==> src/rtl/alu_op.vh <==
// ALU operation codes and operand-select bit positions, included by
// ex_operand_stage_pkg so every stage sees one definition.
`ifndef ALU_OP_VH
`define ALU_OP_VH

typedef enum logic [3:0] {
    ALU_ADD  = 4'd0,
    ALU_SUB  = 4'd1,
    ALU_SLL  = 4'd2,
    ALU_SLT  = 4'd3,
    ALU_SLTU = 4'd4,
    ALU_XOR  = 4'd5,
    ALU_SRL  = 4'd6,
    ALU_SRA  = 4'd7,
    ALU_OR   = 4'd8,
    ALU_AND  = 4'd9,
    ALU_LUI  = 4'd10,
    ALU_COPY = 4'd11
} alu_op_e;

// in_op_sel bit positions: set bit picks pc for A, imm for B.
localparam int OP_SEL_A_PC  = 0;
localparam int OP_SEL_B_IMM = 1;

`endif

==> src/rtl/ex_operand_stage_pkg.sv <==
// Shared types and helpers for the execute operand stage: ALU encodings,
// forwarding-source enum and the register-dependency check.
package ex_operand_stage_pkg;

`include "alu_op.vh"

    localparam int REG_IDX_W = 5;

    typedef logic [REG_IDX_W-1:0] reg_idx_t;

    typedef enum logic [1:0] {
        SRC_ZERO = 2'd0,
        SRC_EX   = 2'd1,
        SRC_WB   = 2'd2,
        SRC_RF   = 2'd3
    } fwd_src_e;

    // True when a consumed source register is still being produced downstream.
    function automatic logic rs_conflict(
        input reg_idx_t idx,
        input logic     used,
        input reg_idx_t ex_rd,
        input reg_idx_t wb_rd
    );
        return used && (idx != '0) && ((idx == ex_rd) || (idx == wb_rd));
    endfunction

endpackage

==> src/rtl/ex_operand_stage_fwd_mux.sv <==
// Resolves one source register value: x0 -> 0, else youngest in-flight
// producer (ALU stage, then writeback) when FORWARD_EN, else register file.
module fwd_mux
    import ex_operand_stage_pkg::*;
#(
    parameter int DATA_W = 32
) (
    input  logic [REG_IDX_W-1:0] rs_idx,
    input  logic [DATA_W-1:0]    rf_data,
    input  logic [REG_IDX_W-1:0] ex_rd,
    input  logic [DATA_W-1:0]    ex_data,
    input  logic [REG_IDX_W-1:0] wb_rd,
    input  logic [DATA_W-1:0]    wb_data,
    output logic [DATA_W-1:0]    operand
);

    fwd_src_e src;

`ifdef FORWARD_EN
    always_comb begin
        src = SRC_RF;
        if (rs_idx == '0) begin
            src = SRC_ZERO;
        end else if (rs_idx == ex_rd) begin
            src = SRC_EX;
        end else if (rs_idx == wb_rd) begin
            src = SRC_WB;
        end
    end
`else
    logic unused_fwd;
    assign unused_fwd = ^{ex_rd, ex_data, wb_rd, wb_data};

    always_comb begin
        src = (rs_idx == '0) ? SRC_ZERO : SRC_RF;
    end
`endif

    always_comb begin
        operand = '0;
        case (src)
            SRC_ZERO: operand = '0;
            SRC_EX:   operand = ex_data;
            SRC_WB:   operand = wb_data;
            SRC_RF:   operand = rf_data;
            default:  operand = '0;
        endcase
    end

endmodule

==> src/rtl/ex_operand_stage.sv <==
// One-entry registered operand stage feeding the ALU. FORWARD_EN selects
// ex/wb bypassing; without it, dependent entries are interlocked at the input.
module ex_operand_stage
    import ex_operand_stage_pkg::*;
#(
    parameter int DATA_W = 32
) (
    input  logic              clk,
    input  logic              rst_n,
    input  logic              flush,
    input  logic              in_valid,
    output logic              in_ready,
    input  logic [4:0]        in_rs1_addr,
    input  logic [4:0]        in_rs2_addr,
    input  logic [DATA_W-1:0] in_rs1_data,
    input  logic [DATA_W-1:0] in_rs2_data,
    input  logic [DATA_W-1:0] in_pc,
    input  logic [DATA_W-1:0] in_imm,
    input  logic [1:0]        in_op_sel,
    input  logic [3:0]        in_alu_sel,
    input  logic [4:0]        in_rd_addr,
    input  logic [4:0]        ex_rd,
    input  logic [DATA_W-1:0] ex_data,
    input  logic [4:0]        wb_rd,
    input  logic [DATA_W-1:0] wb_data,
    output logic              out_valid,
    input  logic              out_ready,
    output logic [DATA_W-1:0] out_a,
    output logic [DATA_W-1:0] out_b,
    output logic [3:0]        out_alu_sel,
    output logic [4:0]        out_rd_addr
);

    // Handshake: a transfer happens on a rising edge where valid && ready.
    // in_ready never depends on in_valid; out_* are held while out_valid && !out_ready.

    logic [DATA_W-1:0] rs1_val;
    logic [DATA_W-1:0] rs2_val;
    logic              interlock;
    logic              capture;

    logic              valid_q, valid_d;
    logic [DATA_W-1:0] a_q, a_d;
    logic [DATA_W-1:0] b_q, b_d;
    logic [3:0]        alu_q, alu_d;
    logic [4:0]        rd_q, rd_d;

    fwd_mux #(.DATA_W(DATA_W)) u_fwd_rs1 (
        .rs_idx  (in_rs1_addr),
        .rf_data (in_rs1_data),
        .ex_rd   (ex_rd),
        .ex_data (ex_data),
        .wb_rd   (wb_rd),
        .wb_data (wb_data),
        .operand (rs1_val)
    );

    fwd_mux #(.DATA_W(DATA_W)) u_fwd_rs2 (
        .rs_idx  (in_rs2_addr),
        .rf_data (in_rs2_data),
        .ex_rd   (ex_rd),
        .ex_data (ex_data),
        .wb_rd   (wb_rd),
        .wb_data (wb_data),
        .operand (rs2_val)
    );

`ifdef FORWARD_EN
    assign interlock = 1'b0;
`else
    // A source only counts as consumed when the select bit routes it to the ALU.
    assign interlock =
        rs_conflict(in_rs1_addr, !in_op_sel[OP_SEL_A_PC],  ex_rd, wb_rd) ||
        rs_conflict(in_rs2_addr, !in_op_sel[OP_SEL_B_IMM], ex_rd, wb_rd);
`endif

    assign in_ready = (!valid_q || out_ready) && !interlock;
    assign capture  = in_valid && in_ready && !flush;

    always_comb begin
        valid_d = valid_q;
        a_d     = a_q;
        b_d     = b_q;
        alu_d   = alu_q;
        rd_d    = rd_q;
        if (flush) begin
            valid_d = 1'b0;
        end else if (capture) begin
            valid_d = 1'b1;
            a_d     = in_op_sel[OP_SEL_A_PC]  ? in_pc  : rs1_val;
            b_d     = in_op_sel[OP_SEL_B_IMM] ? in_imm : rs2_val;
            alu_d   = in_alu_sel;
            rd_d    = in_rd_addr;
        end else if (out_ready) begin
            valid_d = 1'b0;
        end
    end

    always_ff @(posedge clk or negedge rst_n) begin
        if (!rst_n) begin
            valid_q <= 1'b0;
            a_q     <= '0;
            b_q     <= '0;
            alu_q   <= '0;
            rd_q    <= '0;
        end else begin
            valid_q <= valid_d;
            a_q     <= a_d;
            b_q     <= b_d;
            alu_q   <= alu_d;
            rd_q    <= rd_d;
        end
    end

    assign out_valid   = valid_q;
    assign out_a       = a_q;
    assign out_b       = b_q;
    assign out_alu_sel = alu_q;
    assign out_rd_addr = rd_q;

endmodule

==> config.mk <==
export PLATFORM = sky130hd
export DESIGN_NAME = ex_operand_stage
export DESIGN_NICKNAME = d
export VERILOG_FILES = /design/src/rtl/ex_operand_stage_pkg.sv /design/src/rtl/ex_operand_stage_fwd_mux.sv /design/src/rtl/ex_operand_stage.sv
export VERILOG_INCLUDE_DIRS = /design/src /design/src/rtl
export SDC_FILE = /design/constraint.sdc
export NUM_CORES = 1
export LEC_CHECK = 0
export ABC_AREA = 1
export CAP_MARGIN = 40
export CORE_AREA = 2 2 116 118
export CTS_BUF_LIST = sky130_fd_sc_hd__clkbuf_2
export CTS_CLUSTER_SIZE = 8
export DETAILED_ROUTE_END_ITERATION = 16
export DIE_AREA = 0 0 118 120
export GPL_TIMING_DRIVEN = 1
export PLACE_DENSITY_LB_ADDON = 0.1
export REMOVE_ABC_BUFFERS = 1
export SKIP_CTS_REPAIR_TIMING = 1
export SYNTH_ARGS = -nofsm -noshare
export SYNTH_HDL_FRONTEND = slang
export SYNTH_HIERARCHICAL = 1
export SYNTH_SLANG_ARGS = --single-unit
==> constraint.sdc <==
create_clock -name clk -period 4 [get_ports clk]
set_input_delay 1 -clock clk [delete_from_list [all_inputs] [get_ports clk]]
set_output_delay 1 -clock clk [all_outputs]
set_load 0.1 [all_outputs]
### Word-level counts from Yosys, hierarchy flattened

Cells that the tools add are included.

* output and inout port bits: 75
* logic and storage cells: 49
* register bits: 74
* bits of input ports: 228

* mux-type cells: 9
* bitwise operators: 1
* equal/unequal tests: 10
* reductions and logical operators: 24

Operator list (number)
* one-hot mux 32 bit (4 select lines): 2
* 2-to-1 mux 32 bit: 2
* equality test 5 bit: 4
* zero test 5 bit: 2
* nonzero test 5 bit: 2
* equality test 2 bit (second input constant): 4
* logical AND 1 bit: 7
* zero test 1 bit: 5
* equality test 2 x 1 -> 1 bit (second input constant): 2
* zero test 2 bit: 2
* logical OR 1 bit: 4
* 2-to-1 mux 2 bit: 2
* 2-to-1 mux 1 bit: 3
* nonzero test 3 bit: 1
* AND reduction 2 bit: 1
* NOT 1 bit: 1

### Longest topological paths before layout

* word-level depth: 10
* mapped depth: 12
* mapped depth without buffers: 10

### Cells and area by module

The synthesis kept the hierarchy.

Modules (own cells, without submodules)
* ex_operand_stage: times used 1, seq. area each 1851.8 um^2, area each 4409.2 um^2, cells an instance 555
* fwd_mux: times used 2, seq. area each 0.0 um^2, area each 307.8 um^2, cells an instance 71

### Least setup slack after synthesis

No wires, ideal clock.

* kind: input port to output port
* start: input in_op_sel[0]
* end: output in_ready
* data arrival time: 3.132 ns
* path buffers: 3
* cell stages on the path: 9
* path slack: -0.132 ns
* data required time: 3.000 ns
* cell sequence: clkbuf_1 inv_1 o21ai_0 inv_1 nand2_1 buf_4 buf_2 nand2_1 nor2_1

* longest elaborated chain between the ends: 6

RTL lines
* start, declared: RTL line ex_operand_stage.sv:19 `input logic [1:0] in_op_sel,`
* zero test 1 bit: RTL line ex_operand_stage.sv:73 `rs_conflict(in_rs1_addr, !in_op_sel[OP_SEL_A_PC], ex_rd, wb_rd) ||`
* logical AND 1 bit (2 in series): RTL line ex_operand_stage_pkg.sv:25 `return used && (idx != '0) && ((idx == ex_rd) || (idx == wb_rd));`
* logical OR 1 bit: RTL line ex_operand_stage.sv:73
* zero test 1 bit: RTL line ex_operand_stage.sv:77 `assign in_ready = (!valid_q || out_ready) && !interlock;`
* logical AND 1 bit: RTL line ex_operand_stage.sv:77
* end, declared: RTL line ex_operand_stage.sv:12 `output logic in_ready,`

No other way between the ends.

### Worst setup path in the final report

* start: input in_rs2_addr[0]
* end: output in_ready

* longest elaborated chain between the ends: 6
* elaborated cells on any way between the ends: 9
* those cells by class: eq/ne: 2; reduce/logical: 7

RTL lines
* start, declared: RTL line ex_operand_stage.sv:14 `input logic [4:0] in_rs2_addr,`
* equality test 5 bit / nonzero test 5 bit (equally long branches): RTL line ex_operand_stage_pkg.sv:25
* logical OR 1 bit / logical AND 1 bit (equally long branches): RTL line ex_operand_stage_pkg.sv:25
* logical AND 1 bit *: RTL line ex_operand_stage_pkg.sv:25
* logical OR 1 bit *: RTL line ex_operand_stage.sv:73
* zero test 1 bit *: RTL line ex_operand_stage.sv:77
* logical AND 1 bit *: RTL line ex_operand_stage.sv:77

Every way passes the cells marked *; elsewhere a longest branch is shown, timed or not.

==> results.cfg <==
[status]
status = finished, final reports clean

[die]
ios = 303
die_area_um2 = 14160
core_um2 = 12980
rows = 42
die_width_um = 118
die_h_um = 120
start_util_pct = 38.71

[finish]
multi_input_area_um2 = 2474
nFillCells = 1019
drive_gt1_share_pct = 18.95
syn2layout_area_growth_pct = 79.41
regArea_um2 = 1852
diodes = 0
layout.nets = 1211

[routing]
antenna_left = 0
first_pass_iters = 5
routedWlPerCell_um = 14.53
post-route-drc-count = 0
drt_iter0_markers = 346
wirelength_mm = 16.90
routed_via_density = 4.734
vias = 5506

[clocking]
cts_sinks = 74
cts_buffer_depth = 2
clockRootBuffer = clkbuf_2
path_clk_slew_ns = 0.24
cts_tree = yes
cts_buffers = 9
clock_latency_ns = 0.54
cts_htree_levels = 3

[timing]
worst_pin_slew_ns = 0.8246
fin_skew_ns = 0.03385
fin_crit_sh_pct = 87.24
fmax_mhz = 286.6
period_minus_slack_ns = 3.490
slew_viol_final = 0
rsz0062_at_grt = false
fin_tns_setup_ns = 0
hold_viol_final = 0
setup_violations = 0
maxSlewHeadroom_pct = 45.03

[placed_design]
gp_congestion = 0.8466
dpl.hpwl_mm = 12.61
port_buffers = 238

[worst_setup_path]
path_class = in -> out
crit_path_start_kind = input port
critPathArrivalTime_ns = 2.49
crit_path_max_fanout = 5
cp-end-kind = output port
critPathRequiredTime_ns = 3.00

[global_route]
grt_pass1_wl_mm = 27.97
grt_usage_pct = 24.28
grt_overflow_total = 0
grt_max_degree = 75
grt_pass1_vias = 5602
antenna_found_initial = 0

[pwr]
vdd_drop_max_uv = 341.8
leakagePower_nw = 4.635
power_density_nw_per_um2 = 454.4
p_total_mw = 4.096

[synth]
syn-instance-count = 697
synth_seq_cells = 74
ys_seq_area_share_pct = 36.85
netlist_area_um2 = 5025
async_flop_share_pct = 100.0
synthFlopType = dfrtp_1
synth_edf_count = 0
ys_types = 23
yosys_warnings = 6
avgSynthCellArea_um2 = 7.209

[hold_path]
min_path_type = in -> async

[flow_run]
maxCapViolCount = 0
## routing by layer
| metal | GRT usage (%) | routed length, µm |
|---|---|---|
| met3 | 5.846 | 1143 |
| met5 | 0 | 0 |
| met4 | 6.852 | 323 |
| met1 | 29.87 | 6941 |
| met2 | 42.41 | 8494 |
## metrics by stage
step	cell area (µm²)	setup WS, ns	hold slack (ns)	util [%]	cells
final	9015	0.5104	0.3428	69.45	1163
after global routing	9015	0.3704	0.3200	69.45	1163
after CTS	9015	0.5188	0.3243	69.45	1163
after detailed placement	8909	0.4716	0.4574	68.63	1148
after global placement	7345	0.5031	0.4525	56.58	1073
after floorplan	4641	-1.619	0.7044	-	649
## cells by family after synthesis
group,after synthesis,share of synthesized area (%)
AOI/OAI and AO/OA,4,0.6723
xor gates and xnor gates,10,1.743
buffers and inverters,137,14.29
DFF,74,36.85
muxes,32,7.171
and+or+nand+nor,440,39.27
## layout make-up
| class | instances | area share, % |
|---|---|---|
| Sequential cell | 74 | 20.54 |
| Clock buffer | 10 | 0.5552 |
| Tap cell | 176 | 2.443 |
| Clock inverter | 5 | 0.6246 |
| Timing Repair Buffer | 323 | 44.69 |
| Multi-Input combinational cell | 486 | 27.44 |
| Inverter | 89 | 3.706 |
## placed cells by master, fill, tap and decap left out, types with 10 or more instances in the layout
cell	count
mux2_2	32
buf_8	40
nand2_1	297
inv_1	85
buf_16	35
clkdlybuf4s50_1	236
dfrtp_1	74
clkbuf_2	10
buf_4	11
nor2_1	17
nand2_2	43
nand4_1	73
## cell usage after synthesis, types with 3 or more instances
| master | number | area share [%] |
|---|---|---|
| nand2_1 | 298 | 22 |
| inv_1 | 85 | 6.3 |
| dfrtp_1 | 74 | 37 |
| nand4_1 | 73 | 9.1 |
| nand2_2 | 42 | 5.2 |
| mux2_2 | 32 | 7.2 |
| clkbuf_1 | 18 | 1.3 |
| nor2_1 | 18 | 1.3 |
| buf_6 | 15 | 3.4 |
| buf_2 | 9 | 0.90 |
| xor2_1 | 6 | 1.0 |
| nand3_1 | 5 | 0.50 |
| buf_12 | 4 | 1.6 |
| inv_2 | 4 | 0.30 |
| xnor2_1 | 4 | 0.70 |
| nand3_2 | 3 | 0.60 |
## sequential cells by signal (all words and copies together) (netlist names)
register     flops
out_a           32
out_alu_sel      4
out_b           32
out_rd_addr      5
out_valid        1
## final timing paths
| kind | cells past startpoint | endpoint | slack (ns) | from |
|---|---|---|---|---|
| max in group asynchronous | 2 | out_a[23] | 3.04 | rst_n |
| min in group clk | 2 | out_b[15] | 0.49 | out_b[15] |
| min reg2reg | 2 | out_b[15] | 0.49 | out_b[15] |
| min | 1 | out_b[17] | 0.34 | rst_n |
| max | 10 | in_ready | 0.51 | in_rs2_addr[0] |
| max reg2reg | 7 | out_b[22] | 2.21 | out_valid |
## worst max-delay path: stages
cell and delay [ns]:
clkdlybuf4s50_1 0.57, nor2_1 0.06, nor2_1 0.12, nor2_1 0.07, nand3_2 0.06, nand2_2 0.07
nand2_2 0.09, nand2_1 0.06, nor2_1 0.17, buf_12 0.21
## where the power goes
part           leakage [nW]  total, mW  switching (mW)  internal, mW
clock network        0.0678      0.411           0.269         0.142
logic                  3.64       2.70            1.60          1.10
registers             0.925      0.985          0.0920         0.893
(Power assumes the default switching activity.)
